### src/rtl/seq_det_pkg.sv
// Shared definitions for the 101 sequence detector and its match monitor.
package seq_det_pkg;

    // Monitor FSM encoding
    typedef enum logic {
        IDLE = 1'b0,
        RUN  = 1'b1
    } mon_state_t;

    localparam int CNT_W_DEF = 8;
    localparam int WIN_W_DEF = 16;

    // 101 detector state encoding (S0: nothing, S1: seen 1, S2: seen 10)
    typedef enum logic [1:0] {
        S0 = 2'd0,
        S1 = 2'd1,
        S2 = 2'd2
    } det_state_t;

endpackage

### src/rtl/seq_match_monitor_if.sv
// Window report channel: valid/ready handshake carrying count, saturation and drop info.
interface seq_match_monitor_if
    import seq_det_pkg::*;
#(
    parameter int CNT_W = CNT_W_DEF
);
    logic             rpt_valid;
    logic             rpt_ready;
    logic [CNT_W-1:0] rpt_count;
    logic             rpt_sat;
    logic             rpt_drop;

    modport master (
        output rpt_valid,
        output rpt_count,
        output rpt_sat,
        output rpt_drop,
        input  rpt_ready
    );

    modport slave (
        input  rpt_valid,
        input  rpt_count,
        input  rpt_sat,
        input  rpt_drop,
        output rpt_ready
    );
endinterface

### src/rtl/seq_match_monitor_sat_counter.sv
// Saturating event counter with sticky saturation flag; clear has priority over increment.
module sat_counter
    import seq_det_pkg::*;
#(
    parameter int CNT_W = CNT_W_DEF
) (
    input  logic             clk,
    input  logic             rst,
    input  logic             inc,
    input  logic             clr,
    output logic [CNT_W-1:0] cnt,
    output logic             sat
);

    // Count up on inc, hold at all-ones and flag the would-be wrap
    always_ff @(posedge clk or negedge rst) begin
        if (!rst) begin
            cnt <= '0;
            sat <= 1'b0;
        end else if (clr) begin
            cnt <= '0;
            sat <= 1'b0;
        end else if (inc) begin
            if (cnt == '1) begin
                sat <= 1'b1;
            end else begin
                cnt <= cnt + 1'b1;
            end
        end
    end

endmodule

### src/rtl/seq_match_monitor.sv
// Counts match pulses over programmable windows, reports each window count over a
// valid/ready channel and raises a sticky alarm when a count reaches the threshold.
//
// state | meaning
// IDLE  | monitor stopped, waiting for en
// RUN   | window in progress; win_cnt = remaining cycles after this one
module seq_match_monitor
    import seq_det_pkg::*;
#(
    parameter int CNT_W = CNT_W_DEF,
    parameter int WIN_W = WIN_W_DEF
) (
    input  logic                clk,
    input  logic                rst,
    input  logic                en,
    input  logic                match,
    input  logic [WIN_W-1:0]    window_len,
    input  logic [CNT_W-1:0]    threshold,
    seq_match_monitor_if.master rpt,
    output logic                alarm,
    input  logic                alarm_clr,
    output logic                busy
);

    mon_state_t       state;
    mon_state_t       state_next;
    logic [WIN_W-1:0] win_cnt;
    logic [WIN_W-1:0] win_start;
    logic             win_last;
    logic             win_load;
    logic             win_dec;
    logic             acc_inc;
    logic             acc_clr;
    logic [CNT_W-1:0] acc_cnt;
    logic             acc_sat;
    logic [CNT_W-1:0] final_cnt;
    logic             final_sat;
    logic             rpt_load;
    logic             alarm_set;
    logic             rpt_valid_q;
    logic [CNT_W-1:0] rpt_count_q;
    logic             rpt_sat_q;
    logic             rpt_drop_q;

    // A zero window length behaves as a one-cycle window
    assign win_start = (window_len == '0) ? '0 : window_len - 1'b1;
    assign win_last  = (win_cnt == '0);

    // The reported count must include the last cycle's match, which the
    // accumulator has not absorbed yet, so fold it in here.
    assign final_cnt = (match && (acc_cnt != '1)) ? acc_cnt + 1'b1 : acc_cnt;
    assign final_sat = acc_sat | (match & (acc_cnt == '1));
    assign alarm_set = rpt_load && (threshold != '0) && (final_cnt >= threshold);

    sat_counter #(.CNT_W(CNT_W)) u_acc (
        .clk (clk),
        .rst (rst),
        .inc (acc_inc),
        .clr (acc_clr),
        .cnt (acc_cnt),
        .sat (acc_sat)
    );

    // State register
    always_ff @(posedge clk or negedge rst) begin
        if (!rst) begin
            state <= IDLE;
        end else begin
            state <= state_next;
        end
    end

    // Next-state: start on en, leave RUN on abort or on a window end without en
    always_comb begin
        state_next = state;
        case (state)
            IDLE: if (en) state_next = RUN;
            RUN:  if (!en) state_next = IDLE;
            default: state_next = IDLE;
        endcase
    end

    // FSM outputs and datapath controls
    always_comb begin
        busy     = 1'b0;
        win_load = 1'b0;
        win_dec  = 1'b0;
        acc_inc  = 1'b0;
        acc_clr  = 1'b0;
        rpt_load = 1'b0;
        case (state)
            IDLE: begin
                win_load = en;
                acc_clr  = en;
            end
            RUN: begin
                busy     = 1'b1;
                acc_inc  = match;
                rpt_load = win_last;
                win_dec  = ~win_last;
                win_load = win_last & en;
                acc_clr  = win_last & en;
            end
            default: ;
        endcase
    end

    // Window down-counter
    always_ff @(posedge clk or negedge rst) begin
        if (!rst) begin
            win_cnt <= '0;
        end else if (win_load) begin
            win_cnt <= win_start;
        end else if (win_dec) begin
            win_cnt <= win_cnt - 1'b1;
        end
    end

    // Report register; a load over an unaccepted report marks it as dropped
    always_ff @(posedge clk or negedge rst) begin
        if (!rst) begin
            rpt_valid_q <= 1'b0;
            rpt_count_q <= '0;
            rpt_sat_q   <= 1'b0;
            rpt_drop_q  <= 1'b0;
        end else if (rpt_load) begin
            rpt_valid_q <= 1'b1;
            rpt_count_q <= final_cnt;
            rpt_sat_q   <= final_sat;
            rpt_drop_q  <= rpt_valid_q & ~rpt.rpt_ready;
        end else if (rpt_valid_q && rpt.rpt_ready) begin
            rpt_valid_q <= 1'b0;
            rpt_drop_q  <= 1'b0;
        end
    end

    assign rpt.rpt_valid = rpt_valid_q;
    assign rpt.rpt_count = rpt_count_q;
    assign rpt.rpt_sat   = rpt_sat_q;
    assign rpt.rpt_drop  = rpt_drop_q;

    // Sticky alarm; a new crossing beats a simultaneous clear
    always_ff @(posedge clk or negedge rst) begin
        if (!rst) begin
            alarm <= 1'b0;
        end else if (alarm_set) begin
            alarm <= 1'b1;
        end else if (alarm_clr) begin
            alarm <= 1'b0;
        end
    end

endmodule

### src/flat_wrapper.sv
// flat-port wrapper written by rule: the top's interface ports become plain ports
module seq_match_monitor_flat import seq_det_pkg::*;
#(
    parameter int CNT_W = CNT_W_DEF,
    parameter int WIN_W = WIN_W_DEF
)
  (clk, rst, en, match, window_len, threshold, alarm, alarm_clr, busy, rpt_rpt_valid, rpt_rpt_count, rpt_rpt_sat, rpt_rpt_drop, rpt_rpt_ready);
  seq_match_monitor_if #(.CNT_W(CNT_W)) rpt_i ();
  input  logic clk;
  input  logic rst;
  input  logic en;
  input  logic match;
  input  logic [WIN_W-1:0] window_len;
  input  logic [CNT_W-1:0] threshold;
  output logic alarm;
  input  logic alarm_clr;
  output logic busy;
  output wire logic [$bits(rpt_i.rpt_valid)-1:0] rpt_rpt_valid;
  output wire logic [$bits(rpt_i.rpt_count)-1:0] rpt_rpt_count;
  output wire logic [$bits(rpt_i.rpt_sat)-1:0] rpt_rpt_sat;
  output wire logic [$bits(rpt_i.rpt_drop)-1:0] rpt_rpt_drop;
  input wire logic [$bits(rpt_i.rpt_ready)-1:0] rpt_rpt_ready;
  assign rpt_rpt_valid = rpt_i.rpt_valid;
  assign rpt_rpt_count = rpt_i.rpt_count;
  assign rpt_rpt_sat = rpt_i.rpt_sat;
  assign rpt_rpt_drop = rpt_i.rpt_drop;
  assign rpt_i.rpt_ready = rpt_rpt_ready;
  seq_match_monitor #(.CNT_W(CNT_W), .WIN_W(WIN_W)) u_core (.clk(clk), .rst(rst), .en(en), .match(match), .window_len(window_len), .threshold(threshold), .rpt(rpt_i), .alarm(alarm), .alarm_clr(alarm_clr), .busy(busy));
endmodule
### config.mk
export PLATFORM = sky130hd
export DESIGN_NAME = seq_match_monitor_flat
export DESIGN_NICKNAME = d
export VERILOG_FILES = /design/src/rtl/seq_det_pkg.sv /design/src/rtl/seq_match_monitor_if.sv /design/src/rtl/seq_match_monitor_sat_counter.sv /design/src/rtl/seq_match_monitor.sv /design/src/flat_wrapper.sv
export SDC_FILE = /design/constraint.sdc
export NUM_CORES = 1
export LEC_CHECK = 0
export ABC_CLOCK_PERIOD_IN_PS = 3400
export CAP_MARGIN = 10
export CELL_PAD_IN_SITES_DETAIL_PLACEMENT = 0
export CELL_PAD_IN_SITES_GLOBAL_PLACEMENT = 2
export CORE_MARGIN = 3
export CORE_UTILIZATION = 32
export CTS_CLUSTER_SIZE = 14
export DETAILED_ROUTE_END_ITERATION = 16
export HOLD_SLACK_MARGIN = 0.15
export PLACE_DENSITY_LB_ADDON = 0.1
export SLEW_MARGIN = 10
export SYNTH_ARGS = -nofsm -noshare
export SYNTH_HDL_FRONTEND = slang
export SYNTH_SLANG_ARGS = --single-unit
### constraint.sdc
create_clock -name clk -period 3.4 [get_ports clk]
set_clock_uncertainty 0.2 [all_clocks]
set_input_delay 0.85 -clock clk [delete_from_list [all_inputs] [get_ports clk]]
set_output_delay 0.85 -clock clk [all_outputs]
set_load 0.03 [all_outputs]
## After elaboration in Yosys (flattened, before gate mapping)

Cells that the tools add are included.

| cells by class | value |
|---|---|
| add/subtract/negate cells | 3 |
| multiply operators | 0 |
| div/mod/pow operators | 0 |
| magnitude comparators | 1 |
| equal/unequal tests | 3 |
| shift operators | 0 |
| mux-type cells | 21 |
| bitwise logic cells | 7 |
| reduce and logical (&&, ||, !) cells | 14 |

Operator list:

| operator | count |
|---|---|
| 16-bit two-way mux | 3 |
| 16-bit zero test | 2 |
| 8-bit two-way mux | 4 |
| 16-bit by 1-bit subtractor with 16-bit output (second input constant) | 2 |
| 1-bit two-way mux | 13 |
| 2-bit nonzero test | 5 |
| 8-bit by 1-bit adder with 8-bit output (second input constant) | 1 |
| 8-bit == test (second input constant) | 1 |
| 8-bit >= comparator | 1 |
| 8-bit inequality test (second input constant) | 1 |
| 8-bit nonzero test | 1 |
| 1-bit logical AND | 4 |
| 2-bit AND reduction | 2 |
| 1-bit AND | 3 |
| 1-bit NOT | 3 |
| 2-bit by 1-bit inequality test with 1-bit output (second input constant) | 1 |
| 1-bit case mux with 2 select lines | 1 |
| 1-bit bitwise OR | 1 |

| storage, ports and cells | value |
|---|---|
| flip-flop bits (word level) | 38 |
| bits in latches | 0 |
| memory bits (writable) | 0 |
| memory bits (read-only) | 0 |
| memories | 0 |

## Logic depth before layout (Yosys ltp)

Gate-level depths: netlist of the first run.

| depth | value |
|---|---|
| depth in word-level cells | 6 |
| mapped depth | 11 |

## Hierarchy

From an unflattened synthesis of the first run, not the netlist that was laid out.

| second synthesis, totals | value |
|---|---|
| cells, all modules | 300 |
| area total of the unflattened synthesis | 2777.7 sq um |

Modules (own cells, without submodules):

| module | times used | cells each | area each (sq um) | sequential area each (sq um) |
|---|---|---|---|---|
| seq_match_monitor | 1 | 253 | 2280.9 | 725.7 |
| sat_counter | 1 | 47 | 496.7 | 225.2 |

## Worst setup path after synthesis of the first run

Ideal clock, no wire load.

| path | value |
|---|---|
| kind | input -> register |
| start point | in match |
| end point | reg u_core.alarm |
| library setup time | 0.121 ns |
| data arrival time | 2.414 ns |
| required time | 3.079 ns |
| setup slack | 0.664 ns |
| stages | 8 |
| buffers on the path | 0 |
| path through | o21a_1 -> mux2_2 -> ha_1 -> a21o_1 -> a21o_1 -> a21oi_1 -> o21ai_0 -> a32o_1 |

| on the way | value |
|---|---|
| cells in the longest elaborated chain, start to end | 5 |
| elaborated cells on any way between the ends | 6 |
| classes of those cells | 1 x order compare; 2 x mux; 3 x reduce/logical |

RTL lines:

| item | RTL line | RTL |
|---|---|---|
| start: declaration | flat_wrapper.sv:12 | `input logic match;` |
| 1-bit logical AND * | seq_match_monitor.sv:51 | `assign final_cnt = (match && (acc_cnt != '1)) ? acc_cnt + 1'b1 : acc_cnt;` |
| 8-bit two-way mux * | seq_match_monitor.sv:51 |  |
| net u_core.final_cnt[1] | seq_match_monitor.sv:36 | `logic [CNT_W-1:0] final_cnt;` |
| 8-bit >= comparator * | seq_match_monitor.sv:53 | `assign alarm_set = rpt_load && (threshold != '0) && (final_cnt >= threshold);` |
| 1-bit logical AND * | seq_match_monitor.sv:53 |  |
| 1-bit two-way mux / 2-bit nonzero test (equally long branches) | -- |  |
| end signal: assignment | seq_match_monitor.sv:145 | `alarm <= 1'b0;` |
| end signal: assignment | seq_match_monitor.sv:147 | `alarm <= 1'b1;` |
| end signal: assignment | seq_match_monitor.sv:149 | `alarm <= 1'b0;` |
| end: declaration | seq_match_monitor.sv:20 | `output logic alarm,` |

Mark *: on every way through the listed nets, which the timed path passes. The rest lies on a longest branch.
A chain may end at the register's enable or synchronous reset.

## Worst setup path in the final report of the first run

Ends and elaborated chain as after synthesis.

==> impl_metrics.csv, run 1 <==
group,metric,value,unit
route,num_vias,2276,
pwr,p_leak,1.37,nW
cells_and_area,synthToLayoutAreaGrowth,26.2,%
clocking,cts_hold_buf,0,
pwr,power_frac_seq,48.2,%
clocking,path_clk_slew,0.07,ns
die,initial_core_util,34.1,%
timing,finalHoldViolCount,0,
die,fp.dieH,95.3,microns
logic_synthesis,synth.top_cell.area_share,37.3,%
cells_and_area,regArea,951,sq um
timing,rsz0062_at_grt,"false",
setup_path,worstPathArrival,3.11,ns
pwr,pwr-share-clk,28.0,%
setup_path,startpoint,"match",
logic_synthesis,synth-edff-count,0,
logic_synthesis,ys_types,48,
cells_and_area,antenna_cells,0,
die,fp.coreArea,7490,sq um
pwr,vdd_drop_max,0.000138,V
placed_design,portBuffers,42,
die,fp.dieArea,9080,sq um
setup_path,cp.required,3.37,ns
clocking,cts_setup_buffers,0,
clocking,ctsHtreeMaxLevel,2,
logic_synthesis,syn_avg_cell_area,8.62,sq um
setup_path,critPathLaunchType,"input port",
setup_path,crit_fanout,7,
route,antenna_left,0,
timing,finalCritPeriodShare,92.4,%
worst_hold_path,worstHoldPathCells,2,
timing,setup_slack,0.259,ns
route,drc_errors,0,
clocking,clock-sinks,38,
clocking,cts_buffers,5,
timing,whs,0.269,ns
global_routing,grt_max_degree,39,
setup_path,timing.rr.start,"u_core.win_cnt[0]",
worst_hold_path,hold_start,"u_core.rpt.rpt_count[5]",
worst_hold_path,hold-path-endpoint,"u_core.rpt.rpt_count[5]",
logic_synthesis,syn_nets,337,
logic_synthesis,syn_area,2550,sq um
logic_synthesis,synth.most_common_cell,"dfrtp_1",
global_routing,grt_pass1_vias,2251,
setup_path,crit_type,"input port to register",
cells_and_area,nFillCells,734,
logic_synthesis,synth.yosys.seq_area_share,37.3,%
timing,min_period,3.14,ns
pwr,p_switching,0.360,mW
cells_and_area,drive_gt1_share,9.48,%
logic_synthesis,syn-instance-count,296,
pwr,powerDensity,360,nW/um^2
route,via_per_inst,5.09,
timing,slew_headroom,40.7,%
global_routing,grt_pass1_wl,10700,microns
placed_design,preCtsSetupSlack,-0.0182,ns
clocking,cts_tree,"yes",
placed_design,gp_congestion,0.766,
setup_path,r2r_end,"u_core.win_cnt[5]",
logic_synthesis,synth_ff_type,"dfrtp_1",
route,drt_iter0_drc,57,
route,drt-total-wl,6360,microns
setup_path,endpoint_kind,"register",
logic_synthesis,ys_ff_latch,38,
pwr,share_comb_of_total_power,23.8,%
route,wl_per_cell,14.2,microns
setup_path,r2r_cells,8,
logic_synthesis,yosysTopAreaCell,"dfrtp_1",
cells_and_area,fin_cells,447,
logic_synthesis,synth_commonest_cells,"dfrtp_1 (38), nand2_1 (37), nor2_1 (32)",
logic_synthesis,synth_area_leaders,"dfrtp_1 (37%), nand2_1 (5.4%), ha_1 (5.4%)",
global_routing,grt_usage,15.1,%
placed_design,place_hpwl,4840,microns
cells_and_area,multiInputGateArea,1490,sq um
worst_hold_path,hold_class,"register to register",
pwr,p_int,0.798,mW
cells_and_area,nNetsFinal,388,
timing,worst_pin_slew,0.890,ns
route,first_pass_iters,4,
die,die_width,95.3,microns
timing,slew_viol_final,0,
clocking,insertion_delay,0.29,ns
pwr,switching_share,31.1,%
placed_design,dpl.cell_count,439,
die,rows,31,
clocking,post_cts_resized,0,
global_routing,antenna_found_initial,0,
logic_synthesis,synthArstFlopShare,100,%
clocking,root_buffer,"clkbuf_8",
setup_path,reg2reg_slack,0.39,ns
logic_synthesis,ys_warn_count,0,
timing,setup_viol,0,
timing,max_freq,318,MHz
global_routing,overflow,0,
run_status,status,"finished, final reports clean",
job,max_cap_violations,0,
clocking,clockBufferDepth,2,
die,io_pins,43,
==> cells in the final DEF, fill, tap and decap left out, drive strengths merged, types with 2 or more instances in the layout <==
| cell type | n |
|---|---|
| o221ai | 6 |
| a21oi | 22 |
| a311oi | 2 |
| nand2b | 3 |
| o21ai | 11 |
| or2 | 2 |
| nor3b | 2 |
| and3 | 4 |
| nor4 | 5 |
| a21o | 5 |
| nand2 | 37 |
| a31oi | 3 |
| nor2 | 32 |
| dfrtp | 38 |
| mux2 | 6 |
| xnor2 | 13 |
| nor3 | 14 |
| inv | 17 |
| ha | 11 |
| nand3 | 7 |
| clkdlybuf4s50 | 41 |
| or4 | 3 |
| mux2i | 2 |
| or3 | 3 |
| buf | 12 |
| and2 | 3 |
| nand4 | 6 |
| xor2 | 10 |
| o21a | 2 |
| o31ai | 3 |
| clkbuf | 7 |
| a211oi | 2 |
==> metal layers <==
metal	track usage [%]	vias to the layer above	part of all wire (%)
li1	-	1159	-
met1	17.8	1053	44
met2	27.7	57	49
met3	2.37	7	5.2
met4	4.69	0	1.3
met5	0	-	0
==> cell type report <==
| class | instances | share of cell area, % |
|---|---|---|
| Clock buffer | 7 | 2.68 |
| Tap cell | 99 | 3.85 |
| Inverter | 17 | 1.98 |
| Sequential cell | 38 | 29.5 |
| Multi-Input combinational cell | 232 | 46.3 |
| Timing Repair Buffer | 53 | 15.5 |
| Clock inverter | 1 | 0.155 |
==> how the worst max path moves through the flow <==
| stage | slack (ns) | to | cells past startpoint |
|---|---|---|---|
| global placement | 0.03 | u_core.alarm | 9 |
| global route | 0.15 | u_core.win_cnt[3] | 8 |
| CTS | 0.29 | u_core.alarm | 10 |
| detailed placement | -0.02 | u_core.alarm | 10 |
| finish | 0.26 | u_core.alarm | 10 |
| floorplan | 0.66 | u_core.alarm | 8 |
==> stage by stage <==
stage | utilization [%] | setup TNS (ns) | cell area, sq um | total power, mW
after floorplan | - | 0 | 2550 | 0.731
after global placement | 41.8 | 0 | 3130 | 0.842
after detailed placement | 41.8 | -0.0182 | 3130 | 0.841
after CTS | 43.0 | 0 | 3220 | 1.18
after global routing | 43.0 | 0 | 3220 | 1.24
final | 43.0 | 0 | 3220 | 1.16
==> power by group through the flow <==
stage	sequential [mW]	clock (mW)	combinational [mW]
after floorplan	0.555	0	0.175
after CTS	0.557	0.341	0.278
after global routing	0.566	0.358	0.314
final	0.558	0.324	0.275
after detailed placement	0.566	0	0.276
after global placement	0.566	0	0.276
==> worst max-delay path, stage by stage <==
cell and delay [ns]:
clkdlybuf4s50_1 0.49, o21a_1 0.27, nand2_1 0.10, xnor2_1 0.28, ha_1 0.31, a21o_1 0.16, a21o_1 0.16, a21oi_1 0.12
o21ai_0 0.11, a32o_1 0.26
==> flip-flops by register name (all words and copies together) (netlist names) <==
signal / count
u_core.rpt.rpt_drop: 1
u_core.u_acc.cnt: 8
u_core.rpt.rpt_valid: 1
u_core.alarm: 1
u_core.u_acc.sat: 1
u_core.win_cnt: 16
u_core.rpt.rpt_sat: 1
u_core.rpt.rpt_count: 8
u_core.state: 1
==> cell families (layout without fill, tap and decap cells) <==
| logic type | after synthesis | in the layout | synth area share [%] |
|---|---|---|---|
| and+or+nand+nor | 125 | 125 | 24.7 |
| buffers and inverters | 26 | 78 | 4.27 |
| DFF | 38 | 38 | 37.3 |
| muxes | 8 | 8 | 3.58 |
| xor gates and xnor gates | 23 | 23 | 7.90 |
| adders and majority gates | 11 | 11 | 5.39 |
| AOI/OAI and AO/OA | 65 | 65 | 16.9 |
(Power assumes the default switching activity.)
==> run 2, diff against run 1 <==
- CORE_UTILIZATION: 32 -> 33
- SYNTH_HIERARCHICAL: not set -> 1
==> impl_metrics.csv, run 2 <==
group,metric,value,unit
pwr,p_int,0.856,mW
logic_synthesis,synth-edff-count,0,
global_routing,grt_max_degree,39,
logic_synthesis,syn_area,2780,sq um
logic_synthesis,synth.most_common_cell,"dfrtp_1",
logic_synthesis,synth_top_family_by_area,"simple AND/OR/NAND/NOR gates",
cells_and_area,drive_gt1_share,13.5,%
clocking,cts_hold_buf,0,
global_routing,grt_pass1_vias,2412,
clocking,cts_tree,"yes",
die,fp.coreArea,7930,sq um
die,rows,32,
timing,finalCritPeriodShare,86.5,%
pwr,pwr-share-clk,31.4,%
setup_path,worstPathArrival,2.92,ns
run_status,status,"finished, final reports clean",
die,die_width,97.7,microns
timing,slew_headroom,40.9,%
global_routing,antenna_found_initial,0,
placed_design,portBuffers,42,
worst_hold_path,hold_class,"register to register",
logic_synthesis,syn_nets,342,
global_routing,gr-usage-met1,19.2,%
logic_synthesis,synth-compound-area-share,19.5,%
route,first_pass_iters,4,
setup_path,critPathLaunchType,"input port",
clocking,path_clk_slew,0.08,ns
route,via_per_inst,5.48,
global_routing,use_met2,27.8,%
global_routing,overflow,0,
die,initial_core_util,35.0,%
logic_synthesis,synth-simple-area-share,24.1,%
logic_synthesis,syn_avg_cell_area,9.26,sq um
pwr,power_frac_seq,44.8,%
pwr,powerDensity,355,nW/um^2
logic_synthesis,ys_warn_count,6,
cells_and_area,regArea,951,sq um
route,antenna_left,0,
timing,max_freq,340,MHz
clocking,clock-sinks,38,
job,max_cap_violations,0,
timing,finalHoldViolCount,0,
clocking,post_cts_resized,0,
timing,setup_viol,0,
pwr,p_switching,0.376,mW
setup_path,cp.required,3.38,ns
setup_path,crit_type,"input port to register",
logic_synthesis,synth.top_cell.area_share,34.2,%
logic_synthesis,synthArstFlopShare,100,%
logic_synthesis,ys_types,63,
logic_synthesis,ys_ff_latch,38,
cells_and_area,layout_commonest_cell,"clkdlybuf4s50_1",
timing,worst_pin_slew,0.886,ns
die,fp.dieArea,9550,sq um
cells_and_area,largest_reg_flops,16,
clocking,ctsHtreeMaxLevel,2,
logic_synthesis,yosysTopAreaCell,"dfrtp_1",
pwr,share_comb_of_total_power,23.9,%
timing,slew_viol_final,0,
die,fp.dieH,97.7,microns
placed_design,place_hpwl,5710,microns
logic_synthesis,synth_ff_type,"dfrtp_1",
cells_and_area,antenna_cells,0,
logic_synthesis,syn-instance-count,300,
route,drc_errors,0,
clocking,root_buffer,"clkbuf_8",
cells_and_area,nNetsFinal,397,
logic_synthesis,synth.mux.area_fraction,7.03,%
logic_synthesis,synth_area_leaders,"dfrtp_1 (34%), ha_1 (5.4%), mux2_4 (4.3%)",
timing,min_period,2.94,ns
setup_path,crit_fanout,7,
timing,tns,0,ns
pwr,vdd_drop_max,0.000143,V
setup_path,endpoint_kind,"register",
route,num_vias,2511,
cells_and_area,nFillCells,800,
pwr,switching_share,30.5,%
clocking,cts_setup_buffers,0,
logic_synthesis,synth_xor_area_share,4.73,%
cells_and_area,synthToLayoutAreaGrowth,25.1,%
placed_design,preCtsSetupSlack,0.181,ns
global_routing,grt_pass1_wl,12200,microns
clocking,clockBufferDepth,2,
clocking,insertion_delay,0.29,ns
route,drt_iter0_drc,76,
global_routing,grt-busiest-layer,"met2",
cells_and_area,layout_common_cells,"clkdlybuf4s50_1 (41), dfrtp_1 (38), inv_1 (22), nand2_1 (22), nor2_1 (19)",
cells_and_area,largest_register,"u_core/win_cnt",
global_routing,grt_usage,15.5,%
logic_synthesis,synth.yosys.seq_area_share,34.2,%
die,io_pins,43,
placed_design,gp_congestion,0.836,
logic_synthesis,synth_commonest_cells,"dfrtp_1 (38), inv_1 (22), nand2_1 (22)",
clocking,cts_buffers,5,
cells_and_area,multiInputGateArea,1690,sq um
logic_synthesis,synthAdderAreaFrac,5.41,%
pwr,p_leak,1.45,nW
timing,setup_slack,0.459,ns
timing,rsz0062_at_grt,"false",
global_routing,gr-usage-met3,2.57,%
route,wl_per_cell,16.2,microns
route,drt-total-wl,7420,microns
==> run 2: area by class of cell <==
cell class / count / share of cell area, %
Multi-Input combinational cell: 232 / 48.5
Sequential cell: 38 / 27.4
Timing Repair Buffer: 56 / 15.0
Tap cell: 102 / 3.67
Inverter: 22 / 2.38
Clock buffer: 7 / 2.20
Clock inverter: 1 / 0.864
==> run 2: per-layer routing <==
metal,wire (microns),vias up
li1,-,1259
met1,3320,1164
met2,3680,80
met3,337,8
met4,87,0
met5,0,-
==> run 2: per-stage QoR <==
step	utilization (%)	cell area [sq um]	std cells	hold slack (ns)	power, mW
2_1_floorplan	-	2780	300	0.263	0.729
3_3_place_gp	42.5	3370	450	0.259	0.859
3_5_place_dp	42.5	3370	450	0.258	0.856
4_1_cts	43.8	3470	458	0.269	1.25
5_1_grt	43.8	3470	458	0.289	1.31
6_report	43.8	3470	458	0.268	1.23
==> run 2: worst paths after layout <==
| path | from | endpoint | slack, ns | cells past startpoint |
|---|---|---|---|---|
| setup / recovery | match | u_core/alarm | 0.46 | 10 |
| hold / removal | u_core/rpt.rpt_valid | u_core/rpt.rpt_drop | 0.27 | 1 |
| min in group asynchronous | rst | u_core/rpt.rpt_count[6] | 0.47 | 1 |
| hold reg to reg | u_core/rpt.rpt_valid | u_core/rpt.rpt_drop | 0.27 | 1 |
| setup reg to reg | u_core/win_cnt[0] | u_core/u_acc/cnt[0] | 0.53 | 9 |
| max in group asynchronous | rst | u_core/win_cnt[10] | 1.97 | 1 |
==> run 2: kinds of logic after synthesis <==
| group | Yosys count |
|---|---|
| fa+ha+maj | 12 |
| xor+xnor | 15 |
| compound gates | 77 |
| flops | 38 |
| simple gates | 113 |
| mux | 15 |
| buf+inv | 30 |
==> run 2: power by group through the flow <==
stage	combinational, mW	sequential (mW)	clock [mW]
global placement	0.299	0.560	0
CTS	0.298	0.550	0.400
detailed placement	0.297	0.559	0
floorplan	0.177	0.553	0
global route	0.331	0.560	0.421
finish	0.294	0.552	0.386
==> run 2: worst max-delay path: stages <==
cell and delay [ns]:
clkdlybuf4s50_1 0.61, nand4_1 0.15, nor2_1 0.15, nand2_1 0.08, xnor2_1 0.21, ha_1 0.28, a211oi_1 0.23, o21ai_0 0.12
a31oi_1 0.16, o21ai_1 0.08
